===== src/rtl/fetch_stage_if.sv =====
// -----------------------------------------------------------------------------
// fetch_stage_if
//
// Purpose : Instruction-memory request/response bundle between the fetch stage
//           and instruction memory. Requests use a req/gnt handshake; responses
//           come back in request order, flagged by imem_rvalid.
//
// Signals : imem_req    - request valid (fetch -> memory)
//           imem_addr   - request word address (fetch -> memory)
//           imem_gnt    - request accepted this cycle (memory -> fetch)
//           imem_rvalid - response data valid (memory -> fetch)
//           imem_rdata  - response instruction word (memory -> fetch)
//
// Modports: master - fetch stage side
//           slave  - instruction memory side
// -----------------------------------------------------------------------------
interface fetch_stage_if;
    logic        imem_req;
    logic [31:0] imem_addr;
    logic        imem_gnt;
    logic        imem_rvalid;
    logic [31:0] imem_rdata;

    modport master (
        output imem_req,
        output imem_addr,
        input  imem_gnt,
        input  imem_rvalid,
        input  imem_rdata
    );

    modport slave (
        input  imem_req,
        input  imem_addr,
        output imem_gnt,
        output imem_rvalid,
        output imem_rdata
    );
endinterface


===== src/rtl/fetch_stage.sv =====
// -----------------------------------------------------------------------------
// fetch_stage
//
// Purpose : Instruction-fetch stage feeding the IF/ID register. Owns the fetch
//           PC, issues word requests to instruction memory, buffers up to two
//           returned instructions and presents them (or a NOP bubble) to IF/ID.
//           Honours hazard stalls and execute-stage redirects.
//
// Optional feature macro: FETCH_MISALIGN_TRAP_EN
//   defined   - a redirect to a non-word-aligned target raises a sticky trap
//               that halts fetching until an aligned redirect or reset.
//   undefined - redirect targets are forced word-aligned; no trap.
//
// Ports   : clk            - clock, rising edge
//           rst            - asynchronous active-low reset
//           imem           - instruction memory bus (fetch_stage_if.master)
//           StallF         - hold the presented instruction (no pop)
//           PCSrcE         - redirect taken in execute this cycle
//           PCTargetE      - redirect target
//           PCF            - PC of the presented instruction
//           InstrF         - presented instruction (NOP_INSTR when none)
//           PCPlus4F       - PCF + 4
//           ValidF         - InstrF is a real fetched instruction
//           InstrMisalignF - sticky misaligned-redirect trap
// -----------------------------------------------------------------------------
module fetch_stage #(
    parameter logic [31:0] RESET_PC  = 32'h0000_0000,
    parameter logic [31:0] NOP_INSTR = 32'h0000_0013
) (
    input  logic                 clk,
    input  logic                 rst,
    fetch_stage_if.master        imem,
    input  logic                 StallF,
    input  logic                 PCSrcE,
    input  logic [31:0]          PCTargetE,
    output logic [31:0]          PCF,
    output logic [31:0]          InstrF,
    output logic [31:0]          PCPlus4F,
    output logic                 ValidF,
    output logic                 InstrMisalignF
);

    // Control state
    logic [31:0] r_fpc;         // next address to request
    logic [1:0]  r_out_cnt;     // granted, not yet returned
    logic [1:0]  r_drop_cnt;    // in-flight responses to discard
    logic [1:0]  r_buf_cnt;     // valid FIFO entries
    logic        r_head;
    logic        r_tail;
    logic        r_iq_head;
    logic        r_iq_tail;
    logic        r_trap;

    // Storage
    logic [31:0] r_buf_pc    [2];
    logic [31:0] r_buf_instr [2];
    logic [31:0] r_iq_pc     [2];  // addresses of granted requests, in order

    logic        w_rvalid;
    logic        w_drop_rsp;
    logic        w_push;
    logic        w_pop;
    logic        w_valid;
    logic        w_req;
    logic        w_grant;
    logic        w_misalign;
    logic [1:0]  w_live;
    logic [2:0]  w_occ;
    logic [31:0] w_target;

`ifdef FETCH_MISALIGN_TRAP_EN
    assign w_target       = PCTargetE;
    assign w_misalign     = (PCTargetE[1:0] != 2'b00);
    assign InstrMisalignF = r_trap;
`else
    assign w_target       = PCTargetE & ~32'h0000_0003;
    assign w_misalign     = 1'b0;
    assign InstrMisalignF = 1'b0;
`endif

    // A response with nothing outstanding is a memory-side error; ignore it
    // so the counters can never wrap.
    assign w_rvalid   = imem.imem_rvalid && (r_out_cnt != 2'd0);
    assign w_drop_rsp = w_rvalid && (r_drop_cnt != 2'd0);
    assign w_push     = w_rvalid && !w_drop_rsp && !PCSrcE;

    assign w_valid    = (r_buf_cnt != 2'd0) && !r_trap;
    assign w_pop      = w_valid && !StallF && !PCSrcE;

    // Credit: buffered entries plus live (non-dropped) requests must stay
    // below the FIFO depth. An entry popped this cycle frees its slot now,
    // which is what sustains one instruction per cycle with zero-wait memory.
    assign w_live  = r_out_cnt - r_drop_cnt;
    assign w_occ   = {1'b0, r_buf_cnt} + {1'b0, w_live} - {2'b00, w_pop};
    assign w_req   = !PCSrcE && !r_trap && (r_out_cnt < 2'd2) && (w_occ < 3'd2);
    assign w_grant = w_req && imem.imem_gnt;

    assign imem.imem_req  = w_req;
    assign imem.imem_addr = r_fpc;

    assign ValidF   = w_valid;
    assign PCF      = w_valid ? r_buf_pc[r_head]    : r_fpc;
    assign InstrF   = w_valid ? r_buf_instr[r_head] : NOP_INSTR;
    assign PCPlus4F = PCF + 32'd4;

    // NOTE: sequential state uses non-blocking assignments so every register
    // samples pre-edge values regardless of statement order.
    always_ff @(posedge clk or negedge rst) begin
        if (!rst) begin
            r_fpc      <= RESET_PC;
            r_out_cnt  <= 2'd0;
            r_drop_cnt <= 2'd0;
            r_buf_cnt  <= 2'd0;
            r_head     <= 1'b0;
            r_tail     <= 1'b0;
            r_iq_head  <= 1'b0;
            r_iq_tail  <= 1'b0;
            r_trap     <= 1'b0;
        end else if (PCSrcE) begin
            // Redirect: flush the buffer; every response still in flight is
            // stale. One returning this very cycle is discarded right away.
            r_fpc      <= w_target;
            r_buf_cnt  <= 2'd0;
            r_head     <= 1'b0;
            r_tail     <= 1'b0;
            r_trap     <= w_misalign;
            r_out_cnt  <= r_out_cnt - {1'b0, w_rvalid};
            r_drop_cnt <= r_out_cnt - {1'b0, w_rvalid};
            if (w_rvalid) begin
                r_iq_head <= ~r_iq_head;
            end
        end else begin
            if (w_grant) begin
                r_fpc     <= r_fpc + 32'd4;
                r_iq_tail <= ~r_iq_tail;
            end
            if (w_rvalid) begin
                r_iq_head <= ~r_iq_head;
            end
            r_out_cnt <= r_out_cnt + {1'b0, w_grant} - {1'b0, w_rvalid};
            if (w_drop_rsp) begin
                r_drop_cnt <= r_drop_cnt - 2'd1;
            end
            if (w_push) begin
                r_tail <= ~r_tail;
            end
            if (w_pop) begin
                r_head <= ~r_head;
            end
            r_buf_cnt <= r_buf_cnt + {1'b0, w_push} - {1'b0, w_pop};
        end
    end

    // NOTE: storage arrays are not reset; their contents are only observed
    // through entries the counters mark valid.
    always_ff @(posedge clk) begin
        if (w_grant) begin
            r_iq_pc[r_iq_tail] <= r_fpc;
        end
        if (w_push) begin
            r_buf_pc[r_tail]    <= r_iq_pc[r_iq_head];
            r_buf_instr[r_tail] <= imem.imem_rdata;
        end
    end

endmodule


===== src/flat_wrapper.sv =====
// flat-port wrapper written by rule: the top's interface ports become plain ports
module fetch_stage_flat 
#(
    parameter logic [31:0] RESET_PC  = 32'h0000_0000,
    parameter logic [31:0] NOP_INSTR = 32'h0000_0013
)
  (clk, rst, StallF, PCSrcE, PCTargetE, PCF, InstrF, PCPlus4F, ValidF, InstrMisalignF, imem_imem_req, imem_imem_addr, imem_imem_gnt, imem_imem_rvalid, imem_imem_rdata);
  fetch_stage_if imem_i ();
  input  logic clk;
  input  logic rst;
  input  logic StallF;
  input  logic PCSrcE;
  input  logic [31:0] PCTargetE;
  output logic [31:0] PCF;
  output logic [31:0] InstrF;
  output logic [31:0] PCPlus4F;
  output logic ValidF;
  output logic InstrMisalignF;
  output wire logic [$bits(imem_i.imem_req)-1:0] imem_imem_req;
  output wire logic [$bits(imem_i.imem_addr)-1:0] imem_imem_addr;
  input wire logic [$bits(imem_i.imem_gnt)-1:0] imem_imem_gnt;
  input wire logic [$bits(imem_i.imem_rvalid)-1:0] imem_imem_rvalid;
  input wire logic [$bits(imem_i.imem_rdata)-1:0] imem_imem_rdata;
  assign imem_imem_req = imem_i.imem_req;
  assign imem_imem_addr = imem_i.imem_addr;
  assign imem_i.imem_gnt = imem_imem_gnt;
  assign imem_i.imem_rvalid = imem_imem_rvalid;
  assign imem_i.imem_rdata = imem_imem_rdata;
  fetch_stage #(.RESET_PC(RESET_PC), .NOP_INSTR(NOP_INSTR)) u_core (.clk(clk), .rst(rst), .imem(imem_i), .StallF(StallF), .PCSrcE(PCSrcE), .PCTargetE(PCTargetE), .PCF(PCF), .InstrF(InstrF), .PCPlus4F(PCPlus4F), .ValidF(ValidF), .InstrMisalignF(InstrMisalignF));
endmodule

===== config.mk =====
export PLATFORM = sky130hd
export DESIGN_NAME = fetch_stage_flat
export DESIGN_NICKNAME = d
export VERILOG_FILES = /design/src/rtl/fetch_stage_if.sv /design/src/rtl/fetch_stage.sv /design/src/flat_wrapper.sv
export SDC_FILE = /design/constraint.sdc
export NUM_CORES = 1
export LEC_CHECK = 0
export CAP_MARGIN = 25
export CORE_MARGIN = 3
export CORE_UTILIZATION = 52
export DETAILED_ROUTE_END_ITERATION = 12
export PLACE_DENSITY = 0.8
export SLEW_MARGIN = 5
export SYNTH_ARGS = -nofsm -noshare
export SYNTH_HDL_FRONTEND = slang
export SYNTH_SLANG_ARGS = --single-unit

===== constraint.sdc =====
create_clock -name clk -period 8.1 [get_ports clk]
set_clock_uncertainty 0.2 [all_clocks]
set_input_delay 2.025 -clock clk [delete_from_list [all_inputs] [get_ports clk]]
set_output_delay 2.025 -clock clk [all_outputs]
set_load 0.02 [all_outputs]

Word level (Yosys, flattened, before mapping):

Memories as Yosys holds them, arrays and structs flattened.
Cells that the tools add are included.

* output and inout bits: 131
* memory bits (read-only): 0
* memories kept: 3
* memory bits (writable): 192
* latch bits: 0
* bits of input ports: 70
* register bits: 42
* word-level logic and storage cells: 65

Memories
* u_core.r_buf_instr: depth 2, bits a word 32, read ports 1, clocked after memory_dff 0, wr ports 1, RTL line fetch_stage.sv:56 `logic [31:0] r_buf_instr [2];`
* u_core.r_buf_pc: depth 2, bits a word 32, read ports 1, clocked after memory_dff 0, wr ports 1, RTL line fetch_stage.sv:55 `logic [31:0] r_buf_pc [2];`
* u_core.r_iq_pc: depth 2, bits a word 32, read ports 1, clocked after memory_dff 0, wr ports 1, RTL line fetch_stage.sv:57 `logic [31:0] r_iq_pc [2];`

* reductions and logical operators: 20
* divide/modulo/power cells: 0
* mux-type cells: 16
* multipliers: 0
* equal/unequal tests: 0
* shift-type cells: 0
* order comparisons: 2
* add/sub/neg operators: 11
* bitwise operators: 5

Operator list (count)
* 32-bit two-way mux: 4
* 32-bit by 3-bit adder with 32-bit output (second input constant): 2
* 2-bit nonzero test: 7
* 1-bit logical AND: 9
* 1-bit two-way mux: 8
* 2-bit two-way mux: 4
* 2-bit by 1-bit subtractor with 2-bit output: 3
* 1-bit NOT: 5
* 2-bit by 1-bit adder with 2-bit output: 2
* 2-bit by 2-bit adder with 3-bit output: 1
* 1-bit zero test: 3
* 3-bit by 2-bit < comparator with 1-bit output (second input constant): 1
* 3-bit by 1-bit subtractor with 3-bit output: 1
* 2-bit < comparator (second input constant): 1
* 2-bit AND reduction: 1
* 2-bit by 1-bit subtractor with 2-bit output (second input constant): 1
* 2-bit subtractor: 1

Depth between registers and ports, before layout:

* word-level depth: 10
* depth in mapped cells: 16
* mapped depth without buffers: 13

Worst setup path before layout:

No wires, ideal clock.

* path kind: input to register
* start: input PCSrcE
* end: memory u_core.r_buf_instr[0][0] (enable)
* arrival: 6.889 ns
* stages: 4
* buffers on the path: 3
* setup time: 0.559 ns
* data required time: 7.341 ns
* slack: 0.453 ns
* cell sequence: clkbuf_1 -> clkbuf_1 -> buf_1 -> nor3_1

* cells in the longest elaborated chain, start to end: 4

Ends and longest elaborated chain
* start, declared: RTL line flat_wrapper.sv:12 `input logic PCSrcE;`
* 1-bit zero test: RTL line fetch_stage.sv:85 `assign w_push = w_rvalid && !w_drop_rsp && !PCSrcE;`
* 1-bit logical AND: RTL line fetch_stage.sv:85
* 1-bit two-way mux: RTL line fetch_stage.sv:160 `if (w_push) begin`
* 1-bit two-way mux (implied by the code): RTL line fetch_stage.sv:162 `r_buf_instr[r_tail] <= imem.imem_rdata;`
* end, declared: RTL line fetch_stage.sv:56

Every way passes these cells.

Worst setup path after layout:

* start: register u_core.r_buf_cnt[1]
* end: output PCPlus4F[28]

* cells in the longest elaborated chain, start to end: 3

Ends and longest elaborated chain
* start, declared: RTL line fetch_stage.sv:47 `logic [1:0] r_buf_cnt;`
* start signal, assigned: RTL line fetch_stage.sv:150 `r_buf_cnt <= r_buf_cnt + {1'b0, w_push} - {1'b0, w_pop};`
* 2-bit nonzero test: RTL line fetch_stage.sv:87 `assign w_valid = (r_buf_cnt != 2'd0) && !r_trap;`
* 32-bit two-way mux: RTL line fetch_stage.sv:102 `assign PCF = w_valid ? r_buf_pc[r_head] : r_fpc;`
* 32-bit by 3-bit adder with 32-bit output: RTL line fetch_stage.sv:104 `assign PCPlus4F = PCF + 32'd4;`
* end, declared: RTL line flat_wrapper.sv:16 `output logic [31:0] PCPlus4F;`

Every way passes these cells.

==> summary.md <==
| Metric | Value |
|---|---|
| Final Max Tran Viols | 0 |
| Nets | 1,024 |
| WL final | 24,070 um |
| CP Data Arrival Time | 4660 ps |
| Fin Setup TNS | 0 ps |
| Critical Path Max Stage Delay | 690 ps |
| Worst Path Required | just under 6000 ps |
| Sequential area share after synthesis | between 60% and 70% |
| Crit path kind | reg -> out |
| Final Cycle Share | a little under nine tenths |
| Vias post-DR | 6,782 |
| CP Capture Type | primary output |
| Synth Warn # | 0 |
| Max cap viols | 0 |
| Finish-stage setup viols | 0 |
| Starting Density | 53.56% |
| Layout area overhead | 28.12% |
| Routed Antenna Nets | 0 |
| Die X | 145.7 um |
| DR vias/cell | between 5 and 6 |
| Hold Worst Slack | 309.2 ps |
| Setup bufs post-CTS | 0 |
| Skew-Pair Late Insertion Delay | 500 ps |
| Leading cell types in the layout, fill and taps excluded | 189 x clkdlybuf4s50_1, 184 x edfxtp_1, 64 x mux2i_1, 58 x nor2_1, 56 x nand2_1 |
| Diodes inserted | 0 |
| Syn avg cell area | 13.50 sq um |
| Placed cell count | 1,178 |
| Row cnt | 50 |
| Die ar. | between 20,000 and 25,000 sq um |
| Worst path buffer plus inverter count | 3 |
| Residual DRC | 0 |
| Root Driver | clkbuf_16 |
| GPL Wtd Cong | 0.8535 |
| Leak pwr | 4.469 nW |
| Layout cell share with drive strength beyond 1 | 10.83% |
| Pwr/cell area | between 300 and 400 nW/um^2 |
| Setup crit start kind | flip-flop |
| DRT iter0 DRCs | between 500 and 600 |
| Status | completed |
| Die height | around 150 um |
| IR drop worst, VDD | 241.9 uV |
| Clock sink total | 224 |
| Synth unique cells | 54 |
| CTS buffer count | 23 |
| Most common cell after layout, fill and taps aside | clkdlybuf4s50_1 |
| Asr flop ratio synth | between 10% and 20% |
| Hold Buf Count CTS | 0 |
| Pin count of the biggest net entering global routing | 54 |
| Io pins | about 200 |
| Min Clock Period, post-route | 6887 ps |
| CP Max Fanout | 45 |
| CP Cell Sequence | nor2_8 -> inv_6 -> mux2i_1 -> inv_1 -> ha_1 -> nor3b_2 -> nand2_1 -> nor4b_2 -> xor2_1 -> clkdlybuf4s50_1 |
| H-tree depth | 1 |
| Fin cells | ~1,200 |
| DRT Pass-1 Iters | 5 |
| CTS tree | yes |
| Cells after Synth | 752 |
| Final hold vios | 0 |
| Worst-path clk slew | 60 ps |
| Top cells by area in the synthesized netlist | edfxtp_1 54%, dfrtp_1 9.9%, mux2i_1 6.3%, mux2_2 3.9%, xnor2_1 2.6% |
| Crit path max-delay family | simple AND/OR/NAND/NOR gates |
| RSZ-0062 raised after global routing | false |
| Max Root-Sink Buffers | 3 |
| Vias in the first global route | 6,748 |
| Post-synth top area share | 54.42% |
| Finished Core Util | 68.63% |
| Gr ovfl total | 0 |
| Core Box Area | around 19,000 sq um |
| Routed wire per std cell | 19.73 um |
| Fillers | 1,372 |
| Synth Register Bits | 224 |
| Crit path max-delay cell type | dfrtp_1 |
| Initial antenna violation count | 0 |
| First-pass GRT wire length | 37,520 um |
| IO buf count | about 190 |
| Hpwl dp | 16,150 um |
| Cell area after synthesis | just over 10,000 sq um |
| Top_reg_cell synth | edfxtp_1 |
| Hold Crit Class | reg -> reg |
| Gr usage total | 22.21% |
| Actual slew at the worst max-slew pin | around 900 ps |
| Cell taking the most area after synthesis | edfxtp_1 |
| Post_cts resized | 0 |
| Achievable clock frequency | 145.2 MHz |
| Post-synth EDFFs | about 180 |
| Relative slew slack | 41.72% |
registers in the layout, summed over array words and instances (netlist names), 2 cells and up:
register and cells:
u_core.r_buf_instr 64, u_core.r_buf_pc 60, u_core.r_iq_pc 60, u_core.imem.imem_addr 30
u_core.r_buf_cnt 2, u_core.r_drop_cnt 2, u_core.r_out_cnt 2
through the flow:
stage | power [W] | instance area, sq um | worst slack [ps]
final | 0.004104 | 13010 | 1213
after global routing | 0.004291 | 13010 | 926.0
after CTS | 0.004127 | 12990 | 1183
after detailed placement | 0.003137 | 12280 | 1371
after global placement | 0.003100 | 12260 | 1359
after floorplan | 0.002492 | 10180 | 452.5
cell families after synthesis:
group	count (synthesis)	share of synthesized area, %
flops	224	64.28
compound gates	87	5.742
mux	103	10.63
xor+xnor	45	3.882
fa+ha+maj	10	1.306
simple gates	211	10.73
buf+inv	71	3.389
other cells	1	0.03693
power breakdown:
| group | internal [W] | switching [W] |
|---|---|---|
| sequential | 0.00143 | 0.000180 |
| clock | 0.000581 | 0.000408 |
| combinational | 0.000682 | 0.000820 |
Yosys cell counts (3+ instances only):
cell	number
nor2_1	59
a21o_1	4
o211ai_1	4
a21oi_1	10
clkbuf_1	14
mux2i_1	64
o311ai_0	8
and3_1	8
xnor2_1	30
nand3_1	12
o21ai_0	31
ha_1	9
xor2_1	15
mux2_1	4
buf_2	4
buf_4	10
buf_1	8
nor4_2	4
a221o_1	6
nor2b_1	3
nand2_1	56
edfxtp_1	184
a21oi_2	10
buf_6	4
a31oi_1	7
nor3_1	29
and4_1	4
mux2_2	35
and2_1	7
nand4_1	11
inv_1	29
dfrtp_1	40
per-layer routing:
metal	track usage [%]	part of all wire, %	vias to the layer above
li1	-	-	3149
met1	29.27	40	3324
met2	38.64	51	260
met3	2.834	5.9	49
met4	6.980	2.8	0
met5	0	0	-
area by class of cell:
type	count	area (sq um)	area share [%]
tap	260	325.3	2.501
clock inverter	15	120.1	0.9233
inverter	31	121.4	0.9330
multi-input combinational	463	3314	25.48
clock buffer	26	586.8	4.511
timing repair buffer	201	2009	15.45
sequential	224	6531	50.21
worst paths after layout:
kind / to / cells after the start / startpoint / slack, ps
worst max-delay path: PCPlus4F[28] / 10 / u_core.r_buf_cnt[1]$_DFF_PN0_ / 1210
worst min-delay path: u_core.r_iq_tail$_DFFE_PN0P_ / 1 / u_core.r_iq_tail$_DFFE_PN0P_ / 310
worst max register to register: u_core.r_iq_pc[1][26]$_DFFE_PP_ / 11 / u_core.r_buf_cnt[1]$_DFF_PN0_ / 2950
worst min register to register: u_core.r_iq_tail$_DFFE_PN0P_ / 1 / u_core.r_iq_tail$_DFFE_PN0P_ / 310
max in group asynchronous: u_core.r_head$_DFFE_PN0P_ / 2 / rst / 6010
min in group asynchronous: u_core.r_iq_tail$_DFFE_PN0P_ / 1 / rst / 1200
(Power assumes the default switching activity.)
